$ cat config.mk
export PLATFORM = sky130hd
export DESIGN_NAME = mips_multicycle_control
export DESIGN_NICKNAME = d
export VERILOG_FILES = /design/src/rtl/mips_pkg.sv /design/src/rtl/mips_multicycle_control.sv
export SDC_FILE = /design/constraint.sdc
export NUM_CORES = 1
export LEC_CHECK = 0
export ABC_CLOCK_PERIOD_IN_PS = 1900
export CAP_MARGIN = 30
export CORE_UTILIZATION = 45
export DETAILED_ROUTE_END_ITERATION = 7
export PLACE_DENSITY = 0.81
export SLEW_MARGIN = 15
export SYNTH_ARGS = -nofsm -noshare
export SYNTH_HDL_FRONTEND = slang
export SYNTH_SLANG_ARGS = --single-unit
$ cat constraint.sdc
create_clock -name clk -period 1.9 [get_ports clk]
set_input_delay 0.38 -clock clk [delete_from_list [all_inputs] [get_ports clk]]
set_output_delay 0.38 -clock clk [all_outputs]
set_load 0.1 [all_outputs]
$ cat src/rtl/mips_pkg.sv
// Shared encodings for the multicycle MIPS control path: opcodes, FSM states,
// ALUOp codes and datapath mux selects, reused by ALU_control and the datapath.
package mips_pkg;

    localparam logic [5:0] OP_RTYPE = 6'b000000;
    localparam logic [5:0] OP_LW    = 6'b100011;
    localparam logic [5:0] OP_SW    = 6'b101011;
    localparam logic [5:0] OP_BEQ   = 6'b000100;
    localparam logic [5:0] OP_J     = 6'b000010;
    localparam logic [5:0] OP_ADDI  = 6'b001000;

    typedef enum logic [3:0] {
        S_IDLE     = 4'd0,
        S_FETCH    = 4'd1,
        S_DECODE   = 4'd2,
        S_MEM_ADDR = 4'd3,
        S_MEM_RD   = 4'd4,
        S_MEM_WB   = 4'd5,
        S_MEM_WR   = 4'd6,
        S_RTYPE_EX = 4'd7,
        S_RTYPE_WB = 4'd8,
        S_ADDI_EX  = 4'd9,
        S_ADDI_WB  = 4'd10,
        S_BRANCH   = 4'd11,
        S_JUMP     = 4'd12
    } state_t;

    localparam logic [1:0] ALUOP_ADD   = 2'b00;
    localparam logic [1:0] ALUOP_SUB   = 2'b01;
    localparam logic [1:0] ALUOP_FUNCT = 2'b10;

    localparam logic [1:0] SRCB_REG    = 2'b00;
    localparam logic [1:0] SRCB_FOUR   = 2'b01;
    localparam logic [1:0] SRCB_IMM    = 2'b10;
    localparam logic [1:0] SRCB_IMM_SH = 2'b11;

    localparam logic [1:0] PCSRC_ALU    = 2'b00;
    localparam logic [1:0] PCSRC_ALUOUT = 2'b01;
    localparam logic [1:0] PCSRC_JUMP   = 2'b10;

endpackage

$ cat src/rtl/mips_multicycle_control.sv
// Main control FSM for the multicycle MIPS datapath, with a memory-ready
// handshake, per-access wait timeout and unsupported-opcode flag.
module mips_multicycle_control
    import mips_pkg::*;
#(
    parameter int unsigned STATE_W     = 4,
    parameter int unsigned MEM_TIMEOUT = 16,
    parameter int unsigned CNT_W       = 5
) (
    input  logic       clk,
    input  logic       rst_n,
    input  logic [5:0] opcode,
    input  logic       mem_ready,
    output logic       PCWrite,
    output logic       PCWriteCond,
    output logic       IorD,
    output logic       MemRead,
    output logic       MemWrite,
    output logic       IRWrite,
    output logic       MemtoReg,
    output logic       RegDst,
    output logic       RegWrite,
    output logic       ALUSrcA,
    output logic [1:0] ALUSrcB,
    output logic [1:0] ALUOp,
    output logic [1:0] PCSource,
    output logic       illegal_op,
    output logic       bus_error
);

    // The state register is the package enum, so its width is fixed there.
    if (STATE_W != $bits(state_t)) begin : g_bad_state_w
        $error("STATE_W must equal the width of mips_pkg::state_t");
    end
    if (MEM_TIMEOUT < 1 || (2 ** CNT_W) <= MEM_TIMEOUT) begin : g_bad_timeout
        $error("need MEM_TIMEOUT >= 1 and 2**CNT_W > MEM_TIMEOUT");
    end

    state_t           state;
    state_t           state_next;
    logic [CNT_W-1:0] wait_cnt;
    logic             timeout;

    assign timeout = !mem_ready && (wait_cnt == CNT_W'(MEM_TIMEOUT - 1));

    always_ff @(posedge clk) begin
        if (!rst_n) begin
            state    <= S_IDLE;
            wait_cnt <= '0;
        end else begin
            state <= state_next;
            // Non-wait states always leave after one cycle, so only the
            // FETCH/MEM_RD/MEM_WR stalls ever see the counter advance.
            if (state_next != state) begin
                wait_cnt <= '0;
            end else if (!mem_ready) begin
                wait_cnt <= wait_cnt + 1'b1;
            end
        end
    end

    always_comb begin
        state_next  = state;
        PCWrite     = 1'b0;
        PCWriteCond = 1'b0;
        IorD        = 1'b0;
        MemRead     = 1'b0;
        MemWrite    = 1'b0;
        IRWrite     = 1'b0;
        MemtoReg    = 1'b0;
        RegDst      = 1'b0;
        RegWrite    = 1'b0;
        ALUSrcA     = 1'b0;
        ALUSrcB     = SRCB_REG;
        ALUOp       = ALUOP_ADD;
        PCSource    = PCSRC_ALU;
        illegal_op  = 1'b0;
        bus_error   = 1'b0;

        unique case (state)
            S_IDLE: state_next = S_FETCH;
            S_FETCH: begin
                MemRead = 1'b1;
                ALUSrcB = SRCB_FOUR;
                IRWrite = mem_ready;
                PCWrite = mem_ready;
                if (mem_ready) begin
                    state_next = S_DECODE;
                end else if (timeout) begin
                    bus_error  = 1'b1;
                    state_next = S_IDLE;
                end
            end
            S_DECODE: begin
                ALUSrcB = SRCB_IMM_SH;
                case (opcode)
                    OP_RTYPE:     state_next = S_RTYPE_EX;
                    OP_LW, OP_SW: state_next = S_MEM_ADDR;
                    OP_BEQ:       state_next = S_BRANCH;
                    OP_J:         state_next = S_JUMP;
                    OP_ADDI:      state_next = S_ADDI_EX;
                    default: begin
                        illegal_op = 1'b1;
                        state_next = S_FETCH;
                    end
                endcase
            end
            S_MEM_ADDR: begin
                ALUSrcA    = 1'b1;
                ALUSrcB    = SRCB_IMM;
                state_next = (opcode == OP_LW) ? S_MEM_RD : S_MEM_WR;
            end
            S_MEM_RD: begin
                MemRead = 1'b1;
                IorD    = 1'b1;
                if (mem_ready) begin
                    state_next = S_MEM_WB;
                end else if (timeout) begin
                    bus_error  = 1'b1;
                    state_next = S_IDLE;
                end
            end
            S_MEM_WB: begin
                RegWrite   = 1'b1;
                MemtoReg   = 1'b1;
                state_next = S_FETCH;
            end
            S_MEM_WR: begin
                MemWrite = 1'b1;
                IorD     = 1'b1;
                if (mem_ready) begin
                    state_next = S_FETCH;
                end else if (timeout) begin
                    bus_error  = 1'b1;
                    state_next = S_IDLE;
                end
            end
            S_RTYPE_EX: begin
                ALUSrcA    = 1'b1;
                ALUOp      = ALUOP_FUNCT;
                state_next = S_RTYPE_WB;
            end
            S_RTYPE_WB: begin
                RegWrite   = 1'b1;
                RegDst     = 1'b1;
                state_next = S_FETCH;
            end
            S_ADDI_EX: begin
                ALUSrcA    = 1'b1;
                ALUSrcB    = SRCB_IMM;
                state_next = S_ADDI_WB;
            end
            S_ADDI_WB: begin
                RegWrite   = 1'b1;
                state_next = S_FETCH;
            end
            S_BRANCH: begin
                ALUSrcA     = 1'b1;
                ALUOp       = ALUOP_SUB;
                PCWriteCond = 1'b1;
                PCSource    = PCSRC_ALUOUT;
                state_next  = S_FETCH;
            end
            S_JUMP: begin
                PCWrite    = 1'b1;
                PCSource   = PCSRC_JUMP;
                state_next = S_FETCH;
            end
            default: state_next = S_IDLE;
        endcase
    end

endmodule

==> impl_metrics.csv, run 1 <==
group,metric,value,unit
synthesis,netlist_top_cells_area,"dfxtp_1 (21%), nand2_1 (6.7%), nor3_1 (6.5%), xnor2_1 (5.2%), nor2_1 (4.5%)",
clock_tree,cts-root-buf,"clkbuf_4",
die,die_w,45.23,um
synthesis,syn_inst,115,
sta,worst-ep-kind,"output port",
synthesis,synth_compound_area_frac,0.2262,
synthesis,yosysMostFrequentCell,"nand2_1",
synthesis,synth.top_cells.by_count,"nand2_1 (15), nor3_1 (11), nor2_1 (10)",
synthesis,synth_top_area_share,0.2143,
clock_tree,cts.path.max_buffers,2,
synthesis,synth-adder-area-share,0.02976,
clock_tree,cts-buffers-inserted,3,
synthesis,synth_xor_area_frac,0.07292,
synthesis,synth_top_family_by_area,"simple AND/OR/NAND/NOR gates",
synthesis,yosysTopAreaCell,"dfxtp_1",
place,place_hpwl,2275,um
clock_tree,holdBufCountCts,0,
synthesis,ys_async_sr_fraction,0,
grt,grt_max_degree,13,
synthesis,ys_ff_latch,9,
sta,grt-worst-endpoint,"illegal_op",
place,gp_congestion,0.8894,
die,row_count,15,
place,placedCellCount,179,
synthesis,synthSimpleGateAreaFrac,0.3542,
clock_tree,clock_sinks,9,
synthesis,yosysWarnings,0,
place,dp_slack,-0.3582,ns
status,status,"did not finish",
synthesis,synth-edff-count,0,
grt,antenna_found_initial,0,
synthesis,syn_nets,126,
clock_tree,ctsHtreeMaxLevel,1,
status,lastStage,"global routing (5_1_grt)",
die,start_util,0.4817,
synthesis,dominantRegCellSynth,"dfxtp_1",
synthesis,yosysSeqAreaShare,0.2143,
place,port-buffer-count,26,
synthesis,synth_area,840.8,um2
synthesis,avgSynthCellArea,7.311,um2
status,error,"[ERROR DPL-0033] detailed placement checks failed during check placement.",
synthesis,synth.distinct_cells,41,
synthesis,synthMuxAreaShare,0.02530,
die,fp.dieH,45.23,um
die,io_pins,27,
-- metrics by stage --
| stage | util | setup TNS [ns] | area, um2 |
|---|---|---|---|
| 4_1_cts | 0.9462 | -0.06065 | 1652 |
| 3_5_place_dp | 0.8961 | -0.8733 | 1564 |
| 3_3_place_gp | 0.8961 | -0.3871 | 1564 |
| 2_1_floorplan | - | 0 | 1052 |
-- cell families after synthesis --
logic type                 after synthesis
DFF                                      9
AOI/OAI and AO/OA                       27
and+or+nand+nor                         55
muxes                                    2
buffers and inverters                   13
adders and majority gates                2
xor gates and xnor gates                 7
-- timing repair --
item / in CTS
gates cloned: 0
resized for setup: 33
setup endpoints to repair: 15
pin swaps: 6
buffers inserted: 2
==> run 2: changes to the inputs <==
- CORE_AREA: unset -> 2 2 63 65
- CORE_UTILIZATION: 45 -> unset
- DIE_AREA: unset -> 0 0 65 67
- PLACE_DENSITY: 0.81 -> unset
- PLACE_DENSITY_LB_ADDON: unset -> 0.15
==> run 2 against run 1 <==
The flow now finishes without violations. Synthesized cell count unchanged. Synthesized area unchanged.
==> impl_metrics.csv, run 2 <==
group,metric,value,unit
status,status,"completed",
pwr,vdd_drop_max,0.3078,mV
die,fp.dieH,67,um
synthesis,synth_top_area_share,0.2143,
grt,overflow,0,
synthesis,ys_async_sr_fraction,0,
place,place_hpwl,2130,um
sta,finClkSkew,0.007358,ns
sta,period_share,0.9950,
grt,grt_pass1_vias,1036,
sta,setup_viol,0,
synthesis,ys_ff_latch,9,
pwr,power_frac_clock,0.274,
detailed_routing,drt_wl_total,2812,um
detailed_routing,drc,0,
setup_path,reg2reg_depth,7,
pwr,swShare,0.3806,
grt,grt_pass1_wl,4685,um
pwr,total_power,0.8338,mW
detailed_routing,drt_iter0_markers,26,
detailed_routing,wl_met1,1162,um
place,gp_congestion,0.8056,
clock_tree,cts-buffers-inserted,3,
synthesis,synth.distinct_cells,41,
grt,grt_max_degree,21,
min_path,hold_path_class,"reg2reg",
pwr,p_seq_frac,0.242,
min_path,hold_start,"wait_cnt[4]",
detailed_routing,vias_per_cell,4.693,
synthesis,synth_area,840.8,um2
setup_path,rr_startpoint,"wait_cnt[0]",
cells_and_area,seq_area,182.7,um2
setup_path,start_kind,"input pin",
clock_tree,clock_sinks,9,
sta,tightest_slew,0.2877,ns
sta,max-slew-margin-rel,0.8055,
detailed_routing,wl_met2,1537,um
pwr,p_int,0.5164,mW
setup_path,cp_max_fo,2,
setup_path,r2r-end,"wait_cnt[1]",
cells_and_area,regMostFlops,"wait_cnt",
sta,max_freq,528.9,MHz
cells_and_area,num-fill-cells,322,
synthesis,avgSynthCellArea,7.311,um2
sta,hold_slack,0.5572,ns
setup_path,cp.required,1.52,ns
synthesis,yosysWarnings,0,
synthesis,yosysSeqAreaShare,0.2143,
clock_tree,ctsHtreeMaxLevel,1,
pwr,power_density,463.7,nW/um2
cells_and_area,final_common_cell,"buf_4",
setup_path,worstPathArrival,1.51,ns
die,io_pins,27,
place,port-buffer-count,26,
pwr,combPwrFrac,0.484,
setup_path,end_kind,"output pin",
clock_tree,cts_tree,"built",
min_path,hold_depth,4,
setup_path,worstSetupPathType,"in2out",
die,die_w,65,um
die,start_util,0.2332,
synthesis,synth-edff-count,0,
grt,antenna_found_initial,0,
synthesis,netlist_top_cells_area,"dfxtp_1 (21%), nand2_1 (6.7%), nor3_1 (6.5%), xnor2_1 (5.2%), nor2_1 (4.5%)",
detailed_routing,ant_nets,0,
synthesis,syn_inst,115,
pwr,p_leak,0.6731,nW
synthesis,dominantRegCellSynth,"dfxtp_1",
sta,setup-tns-final,0,ns
cells_and_area,fin_nets,182,
clock_tree,cts.reportedPaths.clkPinSlew,0.04,ns
setup_path,rrSetupSlack,0.21,ns
min_path,worstHoldEndpoint,"wait_cnt[4]",
die,row_count,22,
detailed_routing,wire_per_inst,12.90,um
cells_and_area,layout_common_cells,"buf_4 (32), buf_12 (19), nand2_1 (13)",
cells_and_area,syn2layout_area_growth,113.8,%
cells_and_area,num_antenna_cells,0,
synthesis,yosysTopAreaCell,"dfxtp_1",
detailed_routing,num_vias,1023,
clock_tree,cts-root-buf,"clkbuf_8",
cells_and_area,top_regs,"wait_cnt (5), state (4)",
die,core,3606,um2
sta,finalCriticalPeriod,1.891,ns
flow_run,cap_violations,0,
cells_and_area,drive_gt1_frac,0.5471,
synthesis,synth.top_cells.by_count,"nand2_1 (15), nor3_1 (11), nor2_1 (10)",
synthesis,syn_nets,126,
setup_path,critPathLaunch,"opcode[1]",
die,dieArea,4355,um2
detailed_routing,top_layer,"met4",
clock_tree,clock_latency,0.24,ns
detailed_routing,wl_met3,101,um
cells_and_area,largest_reg_flops,5,
cells_and_area,multi_input_area,778.2,um2
sta,rsz0062_at_grt,"true",
detailed_routing,first_pass_iters,4,
synthesis,yosysMostFrequentCell,"nand2_1",
sta,maxSlewViolCount,0,
grt,grt_usage,0.1373,
pwr,p_sw,0.3174,mW
clock_tree,cts.path.max_buffers,2,
sta,finalHoldViolCount,0,
run 2: kinds of logic after synthesis:
| group | count (synthesis) | share of synthesized area |
|---|---|---|
| fa+ha+maj | 2 | 0.02976 |
| buf+inv | 13 | 0.07738 |
| compound gates | 27 | 0.2262 |
| mux | 2 | 0.02530 |
| xor+xnor | 7 | 0.07292 |
| flops | 9 | 0.2143 |
| simple gates | 55 | 0.3542 |
run 2: per-stage QoR:
step                      worst slack [ns]  instances  cell area [um2]  utilization
after floorplan                   0.001334        115             1052            -
after global placement             -0.3070        202             1605       0.4452
after detailed placement           -0.3280        202             1605       0.4452
after CTS                        -0.008441        218             1748       0.4847
after global routing              -0.02810        218             1798       0.4986
final                             0.009425        218             1798       0.4986
run 2: how the worst max path moves through the flow:
| stage | depth (start not counted) | slack, ns | endpoint |
|---|---|---|---|
| 2_1_floorplan | 6 | 0.001 | ALUOp[0] |
| 3_3_place_gp | 6 | -0.31 | illegal_op |
| 3_5_place_dp | 6 | -0.33 | illegal_op |
| 4_1_cts | 6 | -0.008 | illegal_op |
| 5_1_grt | 6 | -0.03 | illegal_op |
| 6_report | 6 | 0.009 | illegal_op |
run 2: power by group through the flow:
stage	clock (mW)	combinational (mW)	sequential (mW)
final	0.229	0.404	0.201
after global routing	0.243	0.427	0.202
after CTS	0.233	0.397	0.201
after detailed placement	0	0.378	0.204
after global placement	0	0.375	0.203
after floorplan	0	0.241	0.203
run 2: critical path, stage by stage:
cell	delay (ns)
buf_6	0.09
or4_1	0.51
a21oi_1	0.15
nor2_1	0.06
o2111a_2	0.14
buf_12	0.17
run 2: routing by layer:
metal | vias to the layer above | track usage
li1 | 526 | -
met1 | 476 | 0.1478
met2 | 19 | 0.2732
met3 | 2 | 0.03041
met4 | 0 | 0.02394
met5 | - | 0
run 2: repair_timing:
item	CTS	global route
hold buffers	0	0
setup endpoints to repair	2	10
pin swaps	5	4
setup buffers	12	0
gates resized for setup	21	13
run 2: final cells by class:
| type | instances | area share |
|---|---|---|
| Inverter | 4 | 0.01253 |
| Tap cell | 48 | 0.03340 |
| Clock buffer | 4 | 0.02505 |
| Sequential cell | 9 | 0.1016 |
| Multi-Input combinational cell | 93 | 0.4328 |
| Timing Repair Buffer | 60 | 0.3946 |
No activity file was read; power rests on OpenSTA's default activity.
